--- src/rtl/nt_pipe_pkg.sv ---
// Shared constants and helpers for the Nt-node lane array.
package nt_pipe_pkg;

  localparam int DEPTH_MIN = 3;

  function automatic logic nand2(input logic x, input logic y);
    return ~(x & y);
  endfunction

  function automatic logic nor2(input logic x, input logic y);
    return ~(x | y);
  endfunction

  // Largest value a w-bit counter can hold.
  function automatic logic [31:0] sat_max(input int w);
    return (w >= 32) ? 32'hFFFF_FFFF : ((32'd1 << w) - 32'd1);
  endfunction

endpackage

--- src/rtl/nt_lane_cell.sv ---
// One Nt-node lane: in_a capture, NAND/NOR stage, NOR output register.
// With NT_LANE_PARITY_EN the pre-register result is exported for parity.
import nt_pipe_pkg::*;

module nt_lane_cell (
  input  logic clk,
  input  logic rst,
  input  logic a,
  input  logic b,
  input  logic c,
`ifdef NT_LANE_PARITY_EN
  output logic q_nxt,
`endif
  output logic q
);

  logic r1, m, p, q_d;

  // m and p are the inverted partial terms, so q = ~r1 & b & c one edge later.
  assign q_d = nor2(m, p);

`ifdef NT_LANE_PARITY_EN
  assign q_nxt = q_d;
`endif

  always_ff @(posedge clk or posedge rst) begin
    if (rst) begin
      r1 <= 1'b0;
      m  <= 1'b0;
      p  <= 1'b0;
      q  <= 1'b0;
    end else begin
      r1 <= a;
      m  <= nand2(b, ~r1);
      p  <= nor2(r1, c);
      q  <= q_d;
    end
  end

endmodule

--- src/rtl/nt_pipe_lane_array.sv ---
// WIDTH-lane Nt-node array with delay stages, valid pipe and a sticky
// saturating trigger counter. NT_LANE_PARITY_EN adds out_par and parity gating.
import nt_pipe_pkg::*;

module nt_pipe_lane_array #(
  parameter int WIDTH  = 4,
  parameter int DEPTH  = 3,
  parameter int CNT_W  = 8,
  parameter int THRESH = 16
) (
  input  logic             I1470_clk,
  input  logic             I1477_rst,
  input  logic [WIDTH-1:0] in_a,
  input  logic [WIDTH-1:0] in_b,
  input  logic [WIDTH-1:0] in_c,
  input  logic             in_valid,
  input  logic             clr,
`ifdef NT_LANE_PARITY_EN
  output logic             out_par,
`endif
  output logic [WIDTH-1:0] out_q,
  output logic             out_valid,
  output logic [CNT_W-1:0] trig_cnt,
  output logic             trig_hit
);

  localparam int EXTRA = DEPTH - DEPTH_MIN;
`ifdef NT_LANE_PARITY_EN
  localparam int PW = 1;
`else
  localparam int PW = 0;
`endif
  localparam int DW = WIDTH + PW;
  localparam logic [CNT_W-1:0] CNT_MAX = CNT_W'(sat_max(CNT_W));
  localparam logic [CNT_W-1:0] THR     = CNT_W'(THRESH);

  logic [WIDTH-1:0] q3;
  logic [DW-1:0]    w3, w_out;
  logic [DEPTH:2]   vld_pipe;

`ifdef NT_LANE_PARITY_EN
  logic [WIDTH-1:0] q3_nxt;
  logic             par3;
`endif

  for (genvar i = 0; i < WIDTH; i++) begin : g_lane
    nt_lane_cell u_lane (
      .clk  (I1470_clk),
      .rst  (I1477_rst),
      .a    (in_a[i]),
      .b    (in_b[i]),
      .c    (in_c[i]),
`ifdef NT_LANE_PARITY_EN
      .q_nxt(q3_nxt[i]),
`endif
      .q    (q3[i])
    );
  end

`ifdef NT_LANE_PARITY_EN
  // Parity is formed from the lanes' next values so it lands on the same edge as q3.
  always_ff @(posedge I1470_clk or posedge I1477_rst) begin
    if (I1477_rst) par3 <= 1'b0;
    else           par3 <= ^q3_nxt;
  end
  assign w3 = {par3, q3};
`else
  assign w3 = q3;
`endif

  if (EXTRA == 0) begin : g_nodly
    assign w_out = w3;
  end else begin : g_dly
    logic [EXTRA-1:0][DW-1:0] dly;
    always_ff @(posedge I1470_clk or posedge I1477_rst) begin
      if (I1477_rst) dly <= '0;
      else begin
        dly[0] <= w3;
        for (int j = 1; j < EXTRA; j++) dly[j] <= dly[j-1];
      end
    end
    assign w_out = dly[EXTRA-1];
  end

  always_ff @(posedge I1470_clk or posedge I1477_rst) begin
    if (I1477_rst) vld_pipe <= '0;
    else begin
      vld_pipe[2] <= in_valid;
      for (int j = 3; j <= DEPTH; j++) vld_pipe[j] <= vld_pipe[j-1];
    end
  end

  assign out_q     = w_out[WIDTH-1:0];
  assign out_valid = vld_pipe[DEPTH];
`ifdef NT_LANE_PARITY_EN
  assign out_par   = w_out[WIDTH];
`endif

  logic             ev;
  logic [CNT_W-1:0] cnt_nxt;

`ifdef NT_LANE_PARITY_EN
  assign ev = out_valid & (|out_q) & out_par;
`else
  assign ev = out_valid & (|out_q);
`endif

  // clr wins over a coincident event; the count never wraps.
  always_comb begin
    cnt_nxt = trig_cnt;
    if (clr)                              cnt_nxt = '0;
    else if (ev && (trig_cnt != CNT_MAX)) cnt_nxt = trig_cnt + CNT_W'(1);
  end

  always_ff @(posedge I1470_clk or posedge I1477_rst) begin
    if (I1477_rst) begin
      trig_cnt <= '0;
      trig_hit <= 1'b0;
    end else begin
      trig_cnt <= cnt_nxt;
      trig_hit <= clr ? 1'b0 : (trig_hit | (cnt_nxt >= THR));
    end
  end

endmodule

--- config.mk ---
export PLATFORM = sky130hd
export DESIGN_NAME = nt_pipe_lane_array
export DESIGN_NICKNAME = d
export VERILOG_FILES = /design/src/rtl/nt_pipe_pkg.sv /design/src/rtl/nt_lane_cell.sv /design/src/rtl/nt_pipe_lane_array.sv
export SDC_FILE = /design/constraint.sdc
export NUM_CORES = 1
export LEC_CHECK = 0
export ABC_AREA = 1
export BUFFER_PORTS_ARGS = -buffer_cell sky130_fd_sc_hd__buf_4
export CORE_MARGIN = 8
export CORE_UTILIZATION = 45
export CTS_BUF_LIST = sky130_fd_sc_hd__clkbuf_16
export CTS_CLUSTER_DIAMETER = 120
export CTS_CLUSTER_SIZE = 28
export DETAILED_ROUTE_END_ITERATION = 8
export PLACE_DENSITY = 0.73
export SLEW_MARGIN = 20
export SYNTH_ARGS = -nofsm -noshare
export SYNTH_HDL_FRONTEND = slang
export SYNTH_SLANG_ARGS = --single-unit
--- constraint.sdc ---
create_clock -name I1470_clk -period 1.4 [get_ports I1470_clk]
set_clock_uncertainty 0.2 [all_clocks]
set_input_delay 0.21 -clock I1470_clk [delete_from_list [all_inputs] [get_ports I1470_clk]]
set_output_delay 0.21 -clock I1470_clk [all_outputs]
set_load 0.02 [all_outputs]
==> results.txt <==
----------------------------------------------------
[Critical path]
  Worst Path Class, Setup ... flop to flop
  Required time at the endpoint of the critical path ... 1.35 ns
  Worst path arrival time ... 1.56 ns
  Number of logic stages on the critical path including buffering ... 9
  Worst reg-to-reg setup slack ... -0.21 ns
  Crit-path max cell delay ... 0.43 ns
  Critical path, cell by cell ... ha_4, nand2_4, nor2_4, nand2_2, nand2_4, buf_4, buf_4, nor2_1, nor2_1
  Cell family with most CP delay ... flip-flops
  Critical path startpoint category ... flop
  Cell type of the slowest stage on the worst timing path ... dfrtp_2
  CP Buf/Inv Count ... 2
  Path depth of the worst reg2reg path ... 9
  Maximum fanout count along the critical path ... 4
  Sort of element at the end of the critical path ... flop

[Place]
  Final GP Congestion ... 0.923
  DP Cell Count ... 187
  Worst setup slack before clock tree synthesis ... -0.206 ns
  Post-detail-place hpwl ... 1.87 mm
  IO buf count ... 29

[Synthesis]
  Fraction of post-synthesis cell area in the top cell type by area ... 59.7%
  Top cells by count, synth ... nand2_1, dfrtp_1, inv_1
  Net Count, Synth ... 140
  Avg Inst Size Synth ... 9.20 µm²
  Combinational family with the most area after synthesis ... simple AND/OR/NAND/NOR gates
  Adder and majority cell fraction of the synthesized area ... 1.11%
  Post-synthesis cell type count ... 17
  Flip-flop and latch count after synthesis ... 27
  Post-synth top flop ... dfrtp_1
  Synth Area in Simple Gates ... 24.2%
  Count of yosys warnings during synthesis ... 0
  Synthesized netlist cell count ... 123
  Post-synthesis instance area ... 0.00113 mm²
  Share of the synthesized area in compound gates (AO/OA/AOI/OAI) ... 4.31%
  Post-synthesis mux area share ... 0%
  Share of flip-flops with an asynchronous set or reset after synthesis ... 100%
  Area contributors post-synth ... dfrtp_1, nand2_1, inv_1
  Cell type contributing the most total cell area after synthesis ... dfrtp_1
  Library cell with the highest instance count after synthesis ... nand2_1
  Xor-xnor portion of the synthesized cell area ... 0.774%
  Post-synth EDFFs ... 0
  Proportion of synthesized chip area in sequential cells ... 59.7%

[Floorplanning]
  Boundary Pins ... 30
  Die X-Extent ... 66.1 µm
  Starting Density ... 46.5%
  Core Region ... 0.00243 mm²
  Row Count ... 18
  DIE HEIGHT ... 66.1 µm
  Area of the die ... 0.00437 mm²

[Pwr]
  Total power draw ... 1.77 mW
  VDD IR-drop max ... 1.35 mV
  Leakage Power ... 0.961 nW
  Pwr/cell area ... 958 mW/mm²

[Timing]
  Final Slew Violations ... 0
  Final critical-path share of the clock period ... 115%
  Timing-limited maximum frequency ... 621 MHz
  Slew at the pin closest to its max-slew limit ... 0.357 ns
  Setup violators final ... 12
  Setup repair after global routing missed its margin ... true
  Accumulated negative setup slack ... -1.57 ns
  Min Hold Slack ... 0.160 ns
  Worst relative slew slack ... 76.2%
  Total count of hold-check failures in the final report ... 0
  Final critical delay including setup and external delays ... 1.61 ns
  Setup slack of the critical path after layout ... -0.210 ns

[Global route]
  Via count of the first global-routing pass ... 1,080
  Global-route wire length before repair ... 4.36 mm
  Overflow left after global routing ... 0
  Number of antenna violations at the first check in global routing ... 0
  All-Layer GR Usage ... 12.8%
  Maximum number of pins on one net before global-route repair ... 28

[Job]
  Number of max-cap violations ... 0

[Layout]
  Number of fill cells in the layout ... 148
  Antenna diode instance count ... 0
  Synth-to-Final Area Change ... 63.3%
  Fraction of final layout cells sized beyond drive strength 1 ... 44.4%
  Final net count ... 205
  Non-filler instance count after layout ... 217

[Routing]
  Initial DRC count ... 87
  DR WL/cell ... 13.4 µm
  Vias per Instance ... 4.66
  Post-Route WL ... 2.92 mm
  Pre-Repair DR Iteration Count ... 4
  ANT nets after route ... 0
  # DRC ... 0
  Vias post-DR ... 1,011

[CTS]
  CTS buffer count ... 3
  Number of clock sinks ... 27
  Worst-case clock buffer depth ... 2
  CTS H-tree lvls ... 1
  Clock root buffer ... clkbuf_16
  Worst-Skew Late Latency ... 0.26 ns
  TritonCTS clock tree ... yes
  Clock-pin slew on the worst setup and hold paths ... 0.07 ns

[Outcome]
  Failing checks ... negative setup slack
  Result of the run ... finished, violations left

[Hold path]
  Worst hold path type ... flop to flop
  Worst Hold Depth ... 0

----------------------------------------------------
[cell usage in the layout (no fill, tap or decap)]
| master | count |
|---|---|
| inv_6 | 1 |
| a21oi_1 | 2 |
| nand3_1 | 3 |
| dfrtp_1 | 23 |
| nand3b_1 | 1 |
| clkinv_2 | 1 |
| o21ai_0 | 1 |
| nor2_4 | 3 |
| buf_4 | 44 |
| ha_4 | 1 |
| nand2_2 | 6 |
| nor2_1 | 14 |
| a21oi_2 | 3 |
| dlygate4sd3_1 | 14 |
| nand2_4 | 3 |
| nand2_1 | 23 |
| inv_1 | 19 |
| buf_6 | 6 |
| nand3_4 | 1 |
| nor2_2 | 2 |
| o21ai_1 | 3 |
| xor2_1 | 1 |
| inv_2 | 1 |
| clkbuf_16 | 3 |
| dfrtp_2 | 4 |
| nand3_2 | 4 |
[where the power goes]
group,internal (mW),switching [mW]
clock,0.385,0.256
combinational,0.150,0.134
sequential,0.820,0.0243
[metrics by stage]
| step | area (µm²) | utilization, % |
|---|---|---|
| after global routing | 1850 | 75.9 |
| final | 1850 | 75.9 |
| after floorplan | 1150 | - |
| after global placement | 1440 | 59.2 |
| after CTS | 1700 | 69.9 |
| after detailed placement | 1440 | 59.2 |
[registers in the layout, summed over array words and instances, names as in the netlist]
register,flops
vld_pipe,2
g_lane.u_lane.m,4
trig_cnt,8
g_lane.u_lane.r1,4
g_lane.u_lane.q,4
g_lane.u_lane.p,4
trig_hit,1
[cell families after synthesis]
kind of cell    count (synthesis)
flops                          27
compound gates                  9
xor+xnor                        1
buf+inv                        25
simple gates                   60
fa+ha+maj                       1
[final timing paths]
kind / from / endpoint
min in group asynchronous: I1477_rst / vld_pipe[2]
min reg2reg: vld_pipe[2] / vld_pipe[3]
max in group asynchronous: I1477_rst / trig_cnt[2]
min: vld_pipe[2] / vld_pipe[3]
max reg2reg: trig_cnt[1] / trig_cnt[1]
max: trig_cnt[1] / trig_cnt[1]
[area by class of cell]
type                    instances  area (µm²)  share of cell area, %
flip-flops and latches         27         681                   36.9
repair buffers                 64         538                   29.1
multi-input cells              71         427                   23.1
inverters                      21        83.8                   4.54
clock buffers                   3        75.1                   4.07
well taps                      30        37.5                   2.03
clock inverters                 1        5.00                  0.271
[repair_timing]
item / in CTS / in global routing
buffers inserted: 4 / 8
hold endpoints to repair: 40 / 0
setup endpoints to repair: 9 / 11
hold buffers: 14 / 0
gates resized for setup: 3 / 26
pin swaps: 6 / 14
[layer usage]
metal  vias to the layer above  share of wire, %  global-route usage, %
met2                        23                56                   25.2
met3                         4               4.3                   3.56
li1                        496                 -                      -
met4                         0               1.4                   5.87
met5                         -                 0                      0
met1                       488                38                   11.4
No activity file was read; power rests on OpenSTA's default activity.
